<file path="src/rtl/isram_fetch_seq.sv">
// Instruction-SRAM read sequencer: fetches two 5-word groups into shadow registers,
// then publishes all ten words to the engine's instruction-register inputs in one cycle.
module isram_fetch_seq #(
  parameter int ADDR_W = 10,
  parameter int DATA_W = 48,
  parameter int RD_LAT = 1
) (
  input  logic              clock,
  input  logic              reset,
  // req_valid/req_ready: a request transfers on a clock edge where both are high;
  // req_valid while busy (req_ready low) is dropped, never queued.
  input  logic              req_valid,
  output logic              req_ready,
  input  logic [ADDR_W-1:0] req_base1,
  input  logic [ADDR_W-1:0] req_base2,
  input  logic              flush,
  output logic              sram_ce,
  output logic [ADDR_W-1:0] sram_addr,
  input  logic [DATA_W-1:0] sram_rdata,
  output logic [DATA_W-1:0] eng_iMem_data1_1,
  output logic [DATA_W-1:0] eng_iMem_data1_2,
  output logic [DATA_W-1:0] eng_iMem_data1_3,
  output logic [DATA_W-1:0] eng_iMem_data1_4,
  output logic [DATA_W-1:0] eng_iMem_data1_5,
  output logic [DATA_W-1:0] eng_iMem_data2_1,
  output logic [DATA_W-1:0] eng_iMem_data2_2,
  output logic [DATA_W-1:0] eng_iMem_data2_3,
  output logic [DATA_W-1:0] eng_iMem_data2_4,
  output logic [DATA_W-1:0] eng_iMem_data2_5,
  output logic              bundle_done,
  output logic              busy,
  output logic [1:0]        dbgState
);

  typedef enum logic [1:0] {IDLE, ISSUE, DRAIN, DONE} state_t;

  state_t            state, stateNext;
  logic [3:0]        idx, idxNext, nextIdx, offs, capIdx;
  logic [ADDR_W-1:0] base1, base2, addrNext;
  logic              ceNext, loadOut, flushAct, capEn, accept;
  logic [RD_LAT-1:0] tagVld;
  logic [3:0]        tagIdx [RD_LAT];
  logic [DATA_W-1:0] shadow [10];
  logic [DATA_W-1:0] shadowMerged [10];
  logic [DATA_W-1:0] engOut [10];

  assign dbgState = state;

  always_ff @(posedge clock) begin
    if (reset) state <= IDLE;
    else       state <= stateNext;
  end

  always_comb begin
    flushAct = flush && (state == ISSUE || state == DRAIN);
    accept   = (state == IDLE) && req_valid && req_ready;
    capIdx   = tagIdx[RD_LAT-1];
    capEn    = tagVld[RD_LAT-1] && !flushAct;
    // The word landing this cycle is merged in so DONE can publish it without an extra cycle.
    shadowMerged = shadow;
    if (capEn) shadowMerged[capIdx] = sram_rdata;
    nextIdx   = idx + 4'd1;
    offs      = (nextIdx < 4'd5) ? nextIdx : nextIdx - 4'd5;
    stateNext = state;
    idxNext   = idx;
    ceNext    = 1'b0;
    addrNext  = sram_addr;
    loadOut   = 1'b0;
    case (state)
      IDLE: begin
        if (accept) begin
          stateNext = ISSUE;
          ceNext    = 1'b1;
          addrNext  = req_base1;
          idxNext   = 4'd0;
        end
      end
      ISSUE: begin
        if (flushAct) begin
          stateNext = IDLE;
        end else if (idx == 4'd9) begin
          stateNext = DRAIN;
        end else begin
          ceNext   = 1'b1;
          idxNext  = nextIdx;
          addrNext = ((nextIdx < 4'd5) ? base1 : base2) + ADDR_W'(offs);
        end
      end
      DRAIN: begin
        if (flushAct) begin
          stateNext = IDLE;
        end else if (capEn && capIdx == 4'd9) begin
          stateNext = DONE;
          loadOut   = 1'b1;
        end
      end
      DONE:    stateNext = IDLE;
      default: stateNext = IDLE;
    endcase
  end

  always_ff @(posedge clock) begin
    if (reset) begin
      idx         <= '0;
      base1       <= '0;
      base2       <= '0;
      sram_ce     <= 1'b0;
      sram_addr   <= '0;
      req_ready   <= 1'b0;
      busy        <= 1'b0;
      bundle_done <= 1'b0;
      tagVld      <= '0;
      for (int i = 0; i < RD_LAT; i++) tagIdx[i] <= '0;
      for (int i = 0; i < 10; i++) begin
        shadow[i] <= '0;
        engOut[i] <= '0;
      end
    end else begin
      idx         <= idxNext;
      sram_ce     <= ceNext;
      sram_addr   <= addrNext;
      req_ready   <= (stateNext == IDLE);
      busy        <= (stateNext != IDLE);
      bundle_done <= loadOut;
      if (accept) begin
        base1 <= req_base1;
        base2 <= req_base2;
      end
      // Tag of the read issued this cycle; a flush empties the whole pipeline.
      tagVld[0] <= sram_ce && !flushAct;
      tagIdx[0] <= idx;
      for (int i = RD_LAT - 1; i > 0; i--) begin
        tagVld[i] <= tagVld[i-1] && !flushAct;
        tagIdx[i] <= tagIdx[i-1];
      end
      shadow <= shadowMerged;
      if (loadOut) engOut <= shadowMerged;
    end
  end

  assign eng_iMem_data1_1 = engOut[0];
  assign eng_iMem_data1_2 = engOut[1];
  assign eng_iMem_data1_3 = engOut[2];
  assign eng_iMem_data1_4 = engOut[3];
  assign eng_iMem_data1_5 = engOut[4];
  assign eng_iMem_data2_1 = engOut[5];
  assign eng_iMem_data2_2 = engOut[6];
  assign eng_iMem_data2_3 = engOut[7];
  assign eng_iMem_data2_4 = engOut[8];
  assign eng_iMem_data2_5 = engOut[9];

endmodule

</file>
<file path="config.mk">
export PLATFORM = sky130hd
export DESIGN_NAME = isram_fetch_seq
export DESIGN_NICKNAME = d
export VERILOG_FILES = /design/src/rtl/isram_fetch_seq.sv
export SDC_FILE = /design/constraint.sdc
export NUM_CORES = 2
export LEC_CHECK = 0
export ABC_AREA = 0
export CAP_MARGIN = 5
export CORE_MARGIN = 2
export CORE_UTILIZATION = 30
export CTS_CLUSTER_SIZE = 16
export DETAILED_ROUTE_END_ITERATION = 10
export PLACE_DENSITY = 0.58
export RECOVER_POWER = 50
export SYNTH_ARGS = -nofsm -noshare
export SYNTH_HDL_FRONTEND = slang
export SYNTH_SLANG_ARGS = --single-unit
</file>
<file path="constraint.sdc">
create_clock -name clock -period 3.5 [get_ports clock]
set_clock_uncertainty 0.05 [all_clocks]
set_input_delay 0.525 -clock clock [delete_from_list [all_inputs] [get_ports clock]]
set_output_delay 0.525 -clock clock [all_outputs]
set_load 0.02 [all_outputs]
</file>
; Word level (Yosys, flattened, before mapping)
; Memory sizes are Yosys's and may differ from the RTL's.
; Index checks and enable logic that the tools add are counted.
[classes]
reduce_logical = 15
mux = 32
magnitude_cmp = 3
n_eq_ne = 8
n_addsub = 3
bitwise_logic = 1
[ops]
columns = operator, count
row1 = 480-bit bitwise mux, 1
row2 = 480-bit two-way mux, 1
row3 = 48-bit demux with 4-bit select, 1
row4 = 48-bit two-way mux, 1
row5 = 10-bit two-way mux, 4
row6 = 4-bit two-way mux, 5
row7 = 10-bit one-hot mux with 2 select lines, 1
row8 = 10-bit by 4-bit adder with 10-bit output, 1
row9 = 1-bit two-way mux, 10
row10 = 2-bit two-way mux, 5
row11 = 4-bit equality test (second input constant), 2
row12 = 2-bit one-hot mux with 4 select lines, 1
row13 = 4-bit one-hot mux with 2 select lines, 1
row14 = 1-bit logical AND, 7
row15 = 2-bit != test (second input constant), 3
row16 = 5-bit greater-or-equal comparator (second input constant), 1
row17 = 5-bit by 1-bit less-than comparator with 1-bit output (second input constant), 1
row18 = 4-bit NOT with 5-bit output, 1
row19 = 4-bit by 1-bit adder with 4-bit output (second input constant), 1
row20 = 2-bit equality test (second input constant), 2
row21 = 2-bit logical NOT, 2
row22 = 4-bit by 3-bit less-than comparator with 1-bit output (second input constant), 1
row23 = 4-bit AND reduction, 1
row24 = 2-bit nonzero test, 2
row25 = other kinds (6), 6
[word_totals]
input_bits = 72
out_inout_bits = 496
ram_bits = 4
regBits = 1001
n_memories = 1
[memory_table]
columns = memory, depth, word_bits, rd, rd_clocked_by_memory_dff, wr, line_no
row1 = tagIdx, 1, 4, 1, 0, 1, 42  ; logic [3:0] tagIdx [RD_LAT];

; Logic depth before layout (Yosys ltp)
[depth]
depth_word = 10
ltp_mapped = 14
ltp_nobuf = 13

; Worst setup path after synthesis
; Ideal clock, no wire load.
[synth_path]
path_type = register to register
start = register idx[0]
end = register sram_addr[6]
required_time_ps = 3359
arrival_time_ps = 3451
period_less_slack_ps = 3592
slack_ps = -92
stages_incl_launch_ff = 15
setup_ps = 91
path_cell_list = dfxtp_1 > ha_1 > a21bo_2 > a21oi_2 > nor2_2 > clkbuf_1 > mux2_2 > ha_1 > fa_1 > nand3_1 > nand2_1 > and3_1 > xnor2_1 > or3_1 > a311oi_1
[synth_between]
elab_chain_len = 7
word_cells_on_any_way = 12
[synth_rtl]
columns = element, line_no
row1 = "start, declared", 38  ; logic [3:0] idx, idxNext, nextIdx, offs, capIdx;
row2 = "start signal, assigned", 119  ; idx <= idxNext;
row3 = 4-bit by 1-bit adder with 4-bit output, 62  ; nextIdx = idx + 4'd1;
row4 = 4-bit by 3-bit subtractor with 4-bit output / 4-bit by 3-bit less-than comparator with 1-bit output (equally long branches), "63, 86"
row5 = 4-bit two-way mux / 10-bit two-way mux (equally long branches), "63, 86"
row6 = 10-bit by 4-bit adder with 10-bit output, 86  ; addrNext = ((nextIdx < 4'd5) ? base1 : base2) + ADDR_W'(offs);
row7 = 10-bit two-way mux, 81  ; end else if (idx == 4'd9) begin
row8 = 10-bit two-way mux, 79  ; if (flushAct) begin
row9 = 10-bit one-hot mux with 2 select lines, 69  ; case (state)
row10 = "end signal, assigned", 121  ; sram_addr <= addrNext;
row11 = "end, declared", 18  ; output logic [ADDR_W-1:0] sram_addr,
; Several ways; a longest one is shown, not always the timed one. The select of a mux whose other input is x is not followed.
; A chain may end at the register's enable or synchronous reset.

; Worst setup path in the final report
; Ends and elaborated chain as after synthesis.

==> results.md <==
* Biggest area consumer among synthesized cells: dfxtp_1
* Register area share after synthesis at 0.5743
* Wire per inst at 18.97 µm
* Die H at 337.5 µm
* CP Data Arrival Time at 3880 ps
* Root buf cell: clkbuf_16
* Pwr Total at 22.98 mW
* Final #Nets at 3897
* I/O Buffers at 567
* Top cells by count, synth: 957 x dfxtp_1, 887 x nor2_1, 439 x mux2i_1, 436 x a211oi_1, 221 x clkbuf_1
* RSZ-0062 raised after global routing: false
* Post-synth EDFFs at 0
* DRT antenna net count at 0
* Number of gates resized after cts at 0
* Layout area overhead at 32.14%
* Net Sw Frac at 0.2235
* Gr usage total at 0.1749
* Synth Instances at 3385
* Crit share post-route at 0.9544
* CTS tree: built
* DIE WIDTH at 337.5 µm
* Critical Path Fanout Max at 7
* Fillers at 10990
* Post-DP Area at 40610 µm²
* Die area at 113900 µm²
* IR Drop Worst-Case VDD at 0.3483 mV
* Placer Congestion at 0.8035
* Initial cell density of the core at 0.3019
* Initial antenna violation count at 1
* Leak at 18.51 nW
* Max H-tree Level at 3
* Clock Latency Late Sink at 680 ps
* Post-route cell area at 44080 µm²
* Buf+Inv Stages, Crit Path at 1
* Pre-antenna DRT Iters at 5
* Slowest CP cell: fa_1
* Worst Hold Class: in2reg
* Crit path max-delay family: simple AND/OR/NAND/NOR gates
* Most used DFF post-synth: dfxtp_1
* Number of DRC markers in iteration 0 at 1250
* Most common cell in the netlist: dfxtp_1
* Remaining Overflow, GRT at 0
* Largest net degree at the start of global routing at 114
* Synthesized area per cell at 9.856 µm²
* Cell Area, Synth at 33360 µm²
* Sw Pwr at 5.136 mW
* Hold-fix buffers at CTS at 0
* Logic gate share of total power at 0.032
* Slowest cell delay on critical path at 470 ps
* Setup violators final at 0
* Vias at 24950
* CTS Buf Count at 105
* Clk slew on worst S/H paths at 60 ps
* YS warnings at 0
* Status: finished, violations left
* Worst hold slack at 333.6 ps
* Via density at 4.631
* CTS max path bufs at 3
* Max Slew Vio Count at 160
* FP Rows at 122
* Seq pwr share at 0.477
* Synthesized flop and latch total at 957
* Share of synthesized registers carrying an async set or reset at 0
* Post-CTS Setup Repair Bufs at 0
* Fin crit period at 3340 ps
* Fraction of layout cells with a size suffix above 1 at 0.06591
* Unique masters post-synth at 49
* Worst-margin pin slew at 1908 ps
* Critical-path cell list: buf_4 > and3_1 > and3_2 > nor2_2 > mux2_2 > ha_1 > fa_1 > nand3_1 > nand2_1 > and3_1 > xnor2_1 > or3_1 > a311oi_1
* Max_cap viols at 2
* Peak Freq at 299.4 MHz
* Net Count, Synth at 3468
* Crit end category: flop
* Non-Filler Instances at 5388
* Slew headroom at -0.2717
* Residual DRC at 0
* Overall routed net length at 102200 µm
* CP Data Required Time at 4040 ps
* Most frequent CP cell: and3_1
* Setup Crit Path Kind: reg2reg
* Final hold vios at 0
* Total core area at 110500 µm²
* Top cell type's share of synthesized area at 0.5743
* Reg2reg setup slack at 160 ps
* P per Cell Area at 521.3 nW/µm²
* Setup TNS at 0 ps
* HPWL Detailed at 67800 µm
* First-pass GRT wire length at 151400 µm
* Placed Instances at 5195
* Synth top area cells: dfxtp_1 57%, mux2i_1 13%, nor2_1 10%, a211oi_1 9.8%, clkbuf_1 2.5%
* Io pins at 568
* Violated checks: capacitance limit, slew limit
* Register area at 19160 µm²
* CTS sink count at 957
* Setup crit start kind: flop
* Internal power component at 17.85 mW
* Vias in the first global route at 23840
* Multi-input gate area at 12870 µm²
* Clock power frac at 0.491
==> routing by layer <==
layer / up-vias / wire [µm] / global-route usage
li1: 12420 / - / -
met1: 11830 / 44150 / 0.2160
met2: 557 / 48570 / 0.2928
met3: 142 / 6777 / 0.04812
met4: 2 / 2686 / 0.05910
met5: - / 16 / 0
==> power groups by stage <==
stage	Combinational, mW	Sequential [mW]	Clock (mW)
global route	0.794	11.0	12.0
CTS	0.759	11.0	11.6
finish	0.738	11.0	11.3
floorplan	0.378	11.2	0
detailed placement	0.757	11.2	0
global placement	0.757	11.2	0
==> stage by stage <==
step,setup WS (ps),util
after floorplan,9.667,-
after global placement,149.2,0.3675
after detailed placement,97.43,0.3675
after CTS,23.09,0.3998
after global routing,2.520,0.3989
final,159.6,0.3989
==> logic make-up (layout without fill, tap and decap cells) <==
family,after synthesis,count (layout),synth area share
AND/OR/NAND/NOR,1083,1083,0.1258
flip-flops,957,957,0.5743
AO/OA/AOI/OAI,554,554,0.1177
multiplexers,443,443,0.1331
buffers and inverters,326,840,0.04197
adder cells (fa/ha/maj),11,11,0.004350
XOR/XNOR,11,11,0.002888
other,0,1,0
==> layout by cell type, fill, tap and decap left out, types with 3 or more instances in the layout <==
cell / Yosys / routed
a21o_1: 5 / 5
nand3_1: 9 / 9
clkbuf_1: 221 / 29
mux2_2: 4 / 4
mux2i_1: 439 / 439
inv_1: 5 / 5
nand2_1: 151 / 149
clkinv_2: 0 / 13
a211oi_1: 436 / 436
clkbuf_2: 0 / 6
dlygate4sd3_1: 0 / 495
a21oi_1: 91 / 90
buf_4: 7 / 36
dfxtp_1: 957 / 956
o21ai_0: 7 / 7
xor2_1: 7 / 7
clkdlybuf4s50_1: 0 / 71
clkbuf_16: 0 / 105
ha_1: 10 / 9
bufinv_16: 0 / 8
clkinvlp_4: 0 / 4
nand4_1: 3 / 3
xnor2_1: 4 / 4
clkinv_8: 0 / 5
buf_12: 0 / 30
clkbuf_8: 0 / 25
nor2_1: 887 / 886
or3_1: 3 / 3
and3_1: 9 / 8
nor2b_1: 6 / 5
==> final timing paths <==
path                                        endpoint  depth (start not counted)                 start
worst max register to register          sram_addr[6]                         13                idx[0]
worst min-delay path                        base2[8]                          3          req_base2[8]
worst max-delay path                    sram_addr[6]                         13                idx[0]
worst min register to register  eng_iMem_data2_5[36]                          2  eng_iMem_data2_5[36]
==> state kept, by name (all words and copies together), names as in the netlist, 48 cells and up <==
signal / flops
eng_iMem_data2_1: 48
eng_iMem_data2_2: 48
shadow: 432
eng_iMem_data1_1: 48
eng_iMem_data2_5: 48
eng_iMem_data1_4: 48
eng_iMem_data1_2: 48
eng_iMem_data1_5: 48
eng_iMem_data2_4: 48
eng_iMem_data2_3: 48
eng_iMem_data1_3: 48
==> layout make-up <==
type / instances / share of cell area
clock inverter: 36 / 0.01144
timing repair buffer: 643 / 0.1495
tap: 1488 / 0.04223
antenna: 1 / 0.00005677
multi-input combinational: 2102 / 0.2921
inverter: 5 / 0.0004257
sequential: 957 / 0.4346
clock buffer: 156 / 0.06962
==> worst min-delay path, stage by stage <==
cell and delay, ps:
clkdlybuf4s50_1 400, nand2_1 50, a21oi_1 50
(Power assumes the default switching activity.)
